===== src/rtl/rb_sched_pkg.sv =====
// ----------------------------------------------------------------------------
// rb_sched_pkg
// Shared definitions for the ring-buffer write scheduler:
//   - default configuration values
//   - scheduler state encoding
//   - ring-buffer address type (default address width)
//   - helpers deriving the event block size and block count
// ----------------------------------------------------------------------------
package rb_sched_pkg;

    localparam int ADDR_W_DEF      = 10;
    localparam int NCHAN_DEF       = 16;
    localparam int NSAMP_DEF       = 8;
    localparam int HOLD_MARGIN_DEF = 4;

    typedef enum logic [1:0] {
        IDLE = 2'd0,
        FILL = 2'd1,
        FULL = 2'd2
    } state_t;

    typedef logic [ADDR_W_DEF-1:0] rb_addr_t;

    // Words per event block: one sample per channel per sample time.
    function automatic int calc_blk(input int nchan, input int nsamp);
        return nchan * nsamp;
    endfunction

    // Number of whole event blocks the ring buffer holds.
    function automatic int calc_nblk(input int addr_w, input int blk);
        return (1 << addr_w) / blk;
    endfunction

endpackage


===== src/rtl/rb_evt_fifo.sv =====
// ----------------------------------------------------------------------------
// rb_evt_fifo
// Synchronous FIFO of completed-block start addresses for the readout side.
// DEPTH must be a power of two. A push into a full FIFO is only taken when a
// pop happens in the same cycle; a pop while empty is ignored.
// Ports:
//   clk        system clock
//   rst        asynchronous active-high reset
//   push       write push_data at the tail
//   push_data  block start address
//   pop        drop the head entry
//   valid      FIFO non-empty
//   head       oldest entry (0 while empty)
// ----------------------------------------------------------------------------
module rb_evt_fifo #(
    parameter int DEPTH = 8,
    parameter int W     = 10
) (
    input  logic         clk,
    input  logic         rst,
    input  logic         push,
    input  logic [W-1:0] push_data,
    input  logic         pop,
    output logic         valid,
    output logic [W-1:0] head
);

    localparam int PW = (DEPTH > 1) ? $clog2(DEPTH) : 1;
    localparam int CW = $clog2(DEPTH + 1);

    logic [W-1:0]  mem [DEPTH];
    logic [PW-1:0] rd_ptr;
    logic [PW-1:0] wr_ptr;
    logic [CW-1:0] count;
    logic          do_push;
    logic          do_pop;

    assign do_pop  = pop && (count != '0);
    assign do_push = push && ((count != CW'(DEPTH)) || do_pop);

    // NOTE: storage is deliberately not reset; every read is qualified by count.
    always_ff @(posedge clk) begin
        if (do_push) begin
            mem[wr_ptr] <= push_data;
        end
    end

    always_ff @(posedge clk or posedge rst) begin
        if (rst) begin
            rd_ptr <= '0;
            wr_ptr <= '0;
            count  <= '0;
        end else begin
            if (do_push) begin
                wr_ptr <= wr_ptr + PW'(1);
            end
            if (do_pop) begin
                rd_ptr <= rd_ptr + PW'(1);
            end
            if (do_push && !do_pop) begin
                count <= count + CW'(1);
            end else if (!do_push && do_pop) begin
                count <= count - CW'(1);
            end
        end
    end

    assign valid = (count != '0);
    assign head  = valid ? mem[rd_ptr] : '0;

endmodule


===== src/rtl/ringbuf_wr_sched.sv =====
// ----------------------------------------------------------------------------
// ringbuf_wr_sched
// Write-side scheduler for the 16-channel sample ring buffer. Turns the
// transfer datapath's per-word strobe into ring-buffer write addresses,
// groups words into fixed-size event blocks, tracks block occupancy against
// readout releases, throttles the transfer FSM and queues completed block
// start addresses for readout.
//
// Optional feature macro: RB_SCHED_OVFL_CNT_EN
//   defined   -> OVFL_CNT counts OVFL pulses, saturating at 16'hFFFF
//   undefined -> OVFL_CNT is tied to 0
//
// Ports:
//   CLK         system clock
//   RST         asynchronous active-high reset
//   JTAG_MODE   JTAG access active; freezes the write side
//   WREN        one sample word valid from the transfer datapath
//   RB_RD_DONE  pulse: readout finished the oldest block, frees it
//   EVT_ACK     pop event queue head
//   RB_WE       ring buffer write enable (registered)
//   RB_WADDR    ring buffer write address (registered)
//   XFER_HOLD   stall request to the transfer FSM (registered)
//   BLK_DONE    pulse on block completion
//   EVT_VALID   event queue non-empty
//   EVT_ADDR    start address of the oldest unacknowledged block
//   OCC         blocks written and not yet freed
//   OVFL        pulse: WREN dropped for lack of space
//   RD_ERR      sticky: RB_RD_DONE seen while OCC == 0
//   OVFL_CNT    overflow counter
// ----------------------------------------------------------------------------
module ringbuf_wr_sched
    import rb_sched_pkg::*;
#(
    parameter int ADDR_W      = ADDR_W_DEF,
    parameter int NCHAN       = NCHAN_DEF,
    parameter int NSAMP       = NSAMP_DEF,
    parameter int HOLD_MARGIN = HOLD_MARGIN_DEF
) (
    input  logic              CLK,
    input  logic              RST,
    input  logic              JTAG_MODE,
    input  logic              WREN,
    input  logic              RB_RD_DONE,
    input  logic              EVT_ACK,
    output logic              RB_WE,
    output logic [ADDR_W-1:0] RB_WADDR,
    output logic              XFER_HOLD,
    output logic              BLK_DONE,
    output logic              EVT_VALID,
    output logic [ADDR_W-1:0] EVT_ADDR,
    output logic [ADDR_W:0]   OCC,
    output logic              OVFL,
    output logic              RD_ERR,
    output logic [15:0]       OVFL_CNT
);

    localparam int BLK   = calc_blk(NCHAN, NSAMP);
    localparam int NBLK  = calc_nblk(ADDR_W, BLK);
    localparam int BLK_W = $clog2(BLK);
    localparam int PTR_W = $clog2(NBLK);
    localparam int CNT_W = ADDR_W + 1;

    localparam logic [CNT_W-1:0] BLK_WORDS   = CNT_W'(BLK);
    localparam logic [CNT_W-1:0] TOTAL_WORDS = CNT_W'(NBLK * BLK);
    localparam logic [CNT_W-1:0] NBLK_CNT    = CNT_W'(NBLK);

    state_t             state;
    logic [BLK_W-1:0]   wcnt;
    logic [PTR_W-1:0]   blk_ptr;
    logic [CNT_W-1:0]   occ;

    logic [CNT_W-1:0]   free_words;
    logic [CNT_W-1:0]   free_next;
    logic [BLK_W-1:0]   wcnt_next;
    logic [CNT_W-1:0]   occ_next;
    logic               accept;
    logic               reject;
    logic               complete;
    logic               rd_ok;
    logic               rd_bad;

    // Space accounting counts the partially written block as occupied, so a
    // block can never overwrite one the readout has not released yet.
    // NOTE: every signal written here gets a default first, so no path can infer a latch.
    always_comb begin
        free_words = TOTAL_WORDS - (occ * BLK_WORDS + CNT_W'(wcnt));
        accept     = WREN && !JTAG_MODE && (free_words != '0);
        reject     = WREN && !JTAG_MODE && (free_words == '0);
        complete   = accept && (wcnt == BLK_W'(BLK - 1));
        rd_ok      = RB_RD_DONE && (occ != '0);
        rd_bad     = RB_RD_DONE && (occ == '0);

        wcnt_next = wcnt;
        if (accept) begin
            wcnt_next = complete ? '0 : wcnt + BLK_W'(1);
        end

        // Completion and release in the same cycle cancel out.
        occ_next = occ;
        if (complete && !rd_ok) begin
            occ_next = occ + CNT_W'(1);
        end else if (!complete && rd_ok) begin
            occ_next = occ - CNT_W'(1);
        end

        // Hold is judged on the space left after this cycle's updates.
        free_next = TOTAL_WORDS - (occ_next * BLK_WORDS + CNT_W'(wcnt_next));
    end

    // NOTE: sequential state uses non-blocking assignments only, so every register samples pre-edge values.
    always_ff @(posedge CLK or posedge RST) begin
        if (RST) begin
            state     <= IDLE;
            wcnt      <= '0;
            blk_ptr   <= '0;
            occ       <= '0;
            RB_WE     <= 1'b0;
            RB_WADDR  <= '0;
            XFER_HOLD <= 1'b0;
            BLK_DONE  <= 1'b0;
            OVFL      <= 1'b0;
            RD_ERR    <= 1'b0;
        end else begin
            RB_WE     <= accept;
            OVFL      <= reject;
            BLK_DONE  <= complete;
            XFER_HOLD <= (free_next <= CNT_W'(HOLD_MARGIN)) || JTAG_MODE;
            if (accept) begin
                // BLK and NBLK are powers of two, so ptr*BLK + wcnt is a concatenation.
                RB_WADDR <= {blk_ptr, wcnt};
            end
            if (rd_bad) begin
                RD_ERR <= 1'b1;
            end

            wcnt <= wcnt_next;
            occ  <= occ_next;
            if (complete) begin
                blk_ptr <= blk_ptr + PTR_W'(1);
            end

            unique case (state)
                IDLE, FILL: begin
                    if (complete) begin
                        state <= (occ_next == NBLK_CNT) ? FULL : IDLE;
                    end else if (accept) begin
                        state <= FILL;
                    end
                end
                FULL: begin
                    if (occ_next < NBLK_CNT) begin
                        state <= IDLE;
                    end
                end
                default: state <= IDLE;
            endcase
        end
    end

    assign OCC = occ;

    rb_evt_fifo #(
        .DEPTH (NBLK),
        .W     (ADDR_W)
    ) u_evt_fifo (
        .clk       (CLK),
        .rst       (RST),
        .push      (complete),
        .push_data ({blk_ptr, {BLK_W{1'b0}}}),
        .pop       (EVT_ACK),
        .valid     (EVT_VALID),
        .head      (EVT_ADDR)
    );

`ifdef RB_SCHED_OVFL_CNT_EN
    always_ff @(posedge CLK or posedge RST) begin
        if (RST) begin
            OVFL_CNT <= '0;
        end else if (reject && (OVFL_CNT != 16'hFFFF)) begin
            OVFL_CNT <= OVFL_CNT + 16'd1;
        end
    end
`else
    assign OVFL_CNT = '0;
`endif

endmodule


===== config.mk =====
export PLATFORM = sky130hd
export DESIGN_NAME = ringbuf_wr_sched
export DESIGN_NICKNAME = d
export VERILOG_FILES = /design/src/rtl/rb_sched_pkg.sv /design/src/rtl/rb_evt_fifo.sv /design/src/rtl/ringbuf_wr_sched.sv
export SDC_FILE = /design/constraint.sdc
export NUM_CORES = 1
export LEC_CHECK = 0
export BUFFER_PORTS_ARGS = -buffer_cell sky130_fd_sc_hd__clkbuf_2
export CORE_UTILIZATION = 30
export CTS_CLUSTER_DIAMETER = 30
export CTS_CLUSTER_SIZE = 30
export DETAILED_ROUTE_END_ITERATION = 8
export SETUP_SLACK_MARGIN = 0.4
export SLEW_MARGIN = 20
export SYNTH_ARGS = -nofsm -noshare
export SYNTH_HDL_FRONTEND = slang
export SYNTH_SLANG_ARGS = --single-unit

===== constraint.sdc =====
create_clock -name CLK -period 5.9 [get_ports CLK]
set_clock_uncertainty 0.15 [all_clocks]
set_input_delay 1.77 -clock CLK [delete_from_list [all_inputs] [get_ports CLK]]
set_output_delay 1.77 -clock CLK [all_outputs]
set_load 0.005 [all_outputs]

==> impl_metrics.prom <==
# TYPE chip_impl_metric gauge
chip_impl_metric{name="power_density",unit="nW/µm²"} 570.9
chip_impl_metric{name="slowest_delay",unit="ns"} 0.51
chip_impl_metric{name="route.detailed.wl_per_inst",unit="µm"} 14.32
chip_impl_metric{name="syn_avg_cell_area",unit="µm²"} 10.32
chip_impl_metric{name="worstSkewPairLatency",unit="ns"} 0.34
chip_impl_metric{name="dp_worst_setup_slack",unit="ns"} 0.4900
chip_impl_metric{name="timing_max_transition_violations_final",unit=""} 0
chip_impl_metric{name="synth_edf_count",unit=""} 24
chip_impl_metric{name="timing.setup.tns",unit="ns"} 0
chip_impl_info{name="outcome",value="finished, violations left"} 1
chip_impl_metric{name="number_of_drc_markers_after_the_initial_detailed_route_iteration",unit=""} 143
chip_impl_metric{name="synth-warning-count",unit=""} 0
chip_impl_info{name="violations_in_the_final_reports",value="design-rule violations"} 1
chip_impl_metric{name="num_antenna_cells",unit=""} 0
chip_impl_metric{name="timing.max_cap.violations",unit=""} 0
chip_impl_metric{name="route.detailed.vias_per_inst",unit=""} 4.916
chip_impl_metric{name="fp-row-count",unit=""} 44
chip_impl_info{name="tritoncts",value="done"} 1
chip_impl_info{name="worst_setup_ep_type",value="register"} 1
chip_impl_metric{name="cts.sink_count",unit=""} 70
chip_impl_metric{name="initial_utilization",unit=""} 0.3116
chip_impl_metric{name="setup_viol",unit=""} 0
chip_impl_metric{name="synth_xor_area_frac",unit=""} 0.04971
chip_impl_info{name="timing.rr.end",value="XFER_HOLD"} 1
chip_impl_metric{name="final.min_clock_period",unit="ns"} 5.221
chip_impl_metric{name="worstPathMaxFanout",unit=""} 9
chip_impl_metric{name="synth.yosys.seq_area_share",unit=""} 0.4086
chip_impl_metric{name="routed_wirelength",unit="mm"} 9.582
chip_impl_metric{name="final_antenna_net_count",unit=""} 0
chip_impl_metric{name="final_net_count",unit=""} 526
chip_impl_info{name="rsz0062_at_grt",value="false"} 1
chip_impl_info{name="cp-start-kind",value="register"} 1
chip_impl_metric{name="grt_pass1_wl",unit="mm"} 16.16
chip_impl_metric{name="critical_path_arrival",unit="ns"} 5.31
chip_impl_metric{name="synth.cell_area",unit="µm²"} 4581
chip_impl_info{name="path_cells",value="inv_1, ha_1, inv_1, a2111oi_0, mux2_2, o2111ai_2, o21a_1, and2_2, buf_4, or2_2, ha_1, nor2b_1, o21ai_1, a21boi_1, o31a_1, o31ai_2, xnor2_1, o2111ai_1, a211o_1, o41ai_2"} 1
chip_impl_metric{name="drtPass1Iterations",unit=""} 8
chip_impl_info{name="timing.critical_path.slowest_stage_cell",value="dfrtp_1"} 1
chip_impl_metric{name="ctsLongestPathBuffers",unit=""} 2
chip_impl_metric{name="postSynthRegisterBits",unit=""} 70
chip_impl_metric{name="vdd.ir_drop.worst",unit="µV"} 206.4
chip_impl_metric{name="globalplace.congestion",unit=""} 0.8570
chip_impl_info{name="synthFlopType",value="dfrtp_1"} 1
chip_impl_metric{name="synthMuxAreaShare",unit=""} 0.08495
chip_impl_metric{name="antenna_found_initial",unit=""} 0
chip_impl_metric{name="grt_start_max_net_pins",unit=""} 47
chip_impl_metric{name="power.combinational.fraction",unit=""} 0.545
chip_impl_metric{name="post_synth_and_or_nand_nor_area_fraction",unit=""} 0.1319
chip_impl_info{name="clk_root_buffer_cell",value="clkbuf_16"} 1
chip_impl_info{name="timing.setup.critical_path_class",value="register to register"} 1
chip_impl_metric{name="net-switching-power",unit="W"} 0.001290
chip_impl_metric{name="clkPwrFrac",unit=""} 0.184
chip_impl_info{name="worst_r2r_startpoint",value="OCC[1]"} 1
chip_impl_metric{name="clkSlewWorstSetupHoldPaths",unit="ns"} 0.06
chip_impl_metric{name="final_clock_period_utilization_by_the_worst_path",unit=""} 0.8849
chip_impl_metric{name="placeableCoreArea",unit="µm²"} 14700
chip_impl_metric{name="max_slew.worst_pin.slew",unit="ns"} 0.8400
chip_impl_metric{name="drcViolationCount",unit=""} 5
chip_impl_metric{name="first_global_vias",unit=""} 3274
chip_impl_metric{name="detailroute.via_count",unit=""} 3289
chip_impl_metric{name="share_of_post_route_cells_with_drive_strength_above_1",unit=""} 0.2247
chip_impl_metric{name="synth_compound_gate_area_share",unit=""} 0.1322
chip_impl_metric{name="fin_ws",unit="ns"} 0.6791
chip_impl_metric{name="swShare",unit=""} 0.4310
chip_impl_metric{name="finalHoldViolations",unit=""} 0
chip_impl_metric{name="worst_hold_slack",unit="ns"} 0.3080
chip_impl_info{name="min-delay-path-class",value="register to register"} 1
chip_impl_metric{name="synth_async_sr_flop_share",unit=""} 0.6571
chip_impl_metric{name="dieArea",unit="µm²"} 15770
chip_impl_metric{name="die_x",unit="µm"} 125.6
chip_impl_metric{name="htree_num_levels",unit=""} 3
chip_impl_metric{name="cell_internal_pwr",unit="W"} 0.001703
chip_impl_info{name="hold_end",value="RD_ERR"} 1
chip_impl_metric{name="number_of_top_level_design_ports",unit=""} 59
chip_impl_metric{name="die_height",unit="µm"} 125.6
chip_impl_metric{name="r2r.worst_path.cells",unit=""} 20
chip_impl_metric{name="dp_hpwl",unit="mm"} 7.146
chip_impl_metric{name="areaGrowthSynthToFinish",unit="%"} 14.45
chip_impl_metric{name="worst_slew_margin_rel",unit=""} 0.4400
chip_impl_metric{name="synthesis.instances",unit=""} 444
chip_impl_metric{name="ctsHoldBuffers",unit=""} 0
chip_impl_metric{name="rrSetupSlack",unit="ns"} 0.68
chip_impl_metric{name="clock.fmax",unit="GHz"} 0.1915
chip_impl_metric{name="synth_cell_type_count",unit=""} 63
chip_impl_metric{name="static-leakage-power",unit="nW"} 2.278
chip_impl_metric{name="cp.required",unit="ns"} 5.99
chip_impl_metric{name="io_buffers",unit=""} 35
chip_impl_metric{name="grt_overflow",unit=""} 0
chip_impl_metric{name="seqPwrFrac",unit=""} 0.271
chip_impl_metric{name="timing.hold.worst_path_depth",unit=""} 1
chip_impl_info{name="timing.critical_path.from",value="OCC[1]"} 1
chip_impl_metric{name="synthAdderAreaFrac",unit=""} 0.1131
chip_impl_info{name="worstHoldStart",value="RD_ERR"} 1
chip_impl_metric{name="cts-buffers-inserted",unit=""} 9
chip_impl_metric{name="grtUsageTotal",unit=""} 0.1299
chip_impl_info{name="synth_top_family_by_area",value="compound AO/OA/AOI/OAI gates"} 1
## kinds of logic after synthesis
| logic type | after synthesis |
|---|---|
| other | 1 |
| DFF | 70 |
| buffers and inverters | 70 |
| adders and majority gates | 41 |
| muxes | 29 |
| and+or+nand+nor | 118 |
| xor gates and xnor gates | 26 |
| AOI/OAI and AO/OA | 89 |
## critical path: cells and delay by family, from the launching register on
| kind | cells | cell delay [ns] |
|---|---|---|
| buffers and inverters | 3 | 0.42 |
| adders and majority gates | 2 | 0.70 |
| DFF | 1 | 0.51 |
| and+or+nand+nor | 3 | 0.72 |
| xor gates and xnor gates | 1 | 0.16 |
| muxes | 1 | 0.26 |
| AOI/OAI and AO/OA | 10 | 2.20 |
## synthesized netlist by cell type (3+ instances only)
library cell | number | area (µm²)
clkbuf_1 | 7 | 26.28
nand3_1 | 5 | 25.02
xnor2_1 | 19 | 166.4
o2111ai_1 | 5 | 43.79
ha_1 | 39 | 488.0
nand2_1 | 32 | 120.1
or3_1 | 3 | 18.77
o22ai_1 | 7 | 43.79
nand2b_1 | 3 | 18.77
mux2_2 | 16 | 180.2
buf_4 | 23 | 172.7
nor2b_1 | 5 | 31.28
a21oi_1 | 26 | 130.1
dfrtp_1 | 46 | 1151
or2_2 | 5 | 31.28
and3_1 | 5 | 31.28
mux2i_1 | 6 | 60.06
buf_2 | 3 | 15.01
nand4_1 | 4 | 25.02
xor2_1 | 7 | 61.31
buf_1 | 3 | 11.26
mux4_2 | 6 | 135.1
nor2_1 | 32 | 120.1
o21ai_0 | 18 | 90.09
nor3_1 | 9 | 45.04
nor3b_1 | 5 | 37.54
and4_1 | 3 | 26.28
a21o_1 | 4 | 30.03
edfxtp_1 | 24 | 720.7
a221oi_1 | 5 | 43.79
inv_1 | 33 | 123.9
## cell usage in the layout (no fill, tap or decap), types with 3 or more instances in the layout
cell type / n
a221oi_1: 3
xnor2_1: 18
nor3_1: 9
dfrtp_2: 4
or2_2: 5
and4_1: 3
o2111ai_1: 4
a21o_1: 4
o22ai_1: 7
ha_2: 6
nand2_1: 32
ha_1: 32
nand2b_1: 3
nor2b_1: 5
or3_1: 3
a21oi_1: 26
and3_1: 5
mux4_2: 6
xor2_1: 7
clkbuf_2: 35
mux2_2: 16
nand4_1: 4
buf_4: 4
edfxtp_1: 24
inv_1: 31
nor2_1: 30
o21ai_1: 3
dfrtp_1: 42
conb_1: 23
mux2i_1: 6
clkbuf_16: 9
o21ai_0: 15
nand3_1: 5
nor3b_1: 5
## worst max-delay path by stage
| stage | end | slack [ns] | depth (start not counted) |
|---|---|---|---|
| 3_3_place_gp | XFER_HOLD | 0.60 | 17 |
| 5_1_grt | XFER_HOLD | 0.40 | 22 |
| 6_report | XFER_HOLD | 0.68 | 20 |
| 3_5_place_dp | XFER_HOLD | 0.49 | 17 |
| 2_1_floorplan | XFER_HOLD | 0.96 | 17 |
| 4_1_cts | XFER_HOLD | 0.48 | 22 |
## power by group through the flow
stage,clock (W),combinational [W],sequential (W)
6_report,0.000550,0.00163,0.000812
5_1_grt,0.000587,0.00183,0.000841
4_1_cts,0.000561,0.00154,0.000810
3_5_place_dp,0,0.00153,0.000819
3_3_place_gp,0,0.00149,0.000811
2_1_floorplan,0,0.00125,0.000738
## registers in the layout, summed over array words and instances (netlist names)
register / cells
OVFL: 1
u_evt_fifo.wr_ptr: 3
OCC: 11
RD_ERR: 1
blk_ptr: 3
RB_WADDR: 10
RB_WE: 1
XFER_HOLD: 1
u_evt_fifo.count: 4
u_evt_fifo.rd_ptr: 3
u_evt_fifo.mem: 24
wcnt: 7
BLK_DONE: 1
## final cells by class
| class | instances | area (µm²) |
|---|---|---|
| clock buffer | 9 | 225.2 |
| clock inverter | 7 | 72.57 |
| fill | 1450 | 9457 |
| inverter | 33 | 125.1 |
| multi-input combinational | 326 | 2496 |
| sequential | 70 | 1877 |
| tap | 184 | 230.2 |
| timing repair buffer | 40 | 216.5 |
## routing by layer
| metal | vias up | share of wire | global-route usage |
|---|---|---|---|
| met5 | - | 0 | 0 |
| met4 | 0 | 0.015 | 0.05452 |
| met3 | 13 | 0.036 | 0.03252 |
| met2 | 54 | 0.48 | 0.2124 |
| met1 | 1604 | 0.47 | 0.1629 |
| li1 | 1618 | - | - |
## through the flow
stage / total power [W] / cell area [µm²] / util / std cells
4_1_cts: 0.002912 / 5160 / 0.3510 / 668
3_5_place_dp: 0.002349 / 4862 / 0.3308 / 652
2_1_floorplan: 0.001990 / 4663 / - / 466
3_3_place_gp: 0.002297 / 4862 / 0.3308 / 652
5_1_grt: 0.003258 / 5243 / 0.3567 / 669
6_report: 0.002993 / 5243 / 0.3567 / 669
## repair_timing
action	4_1_cts	5_1_grt
endpoints found under the setup margin	0	1
buffers inserted	0	1
gates resized for setup	0	26
Power figures use the tool's default switching activity.
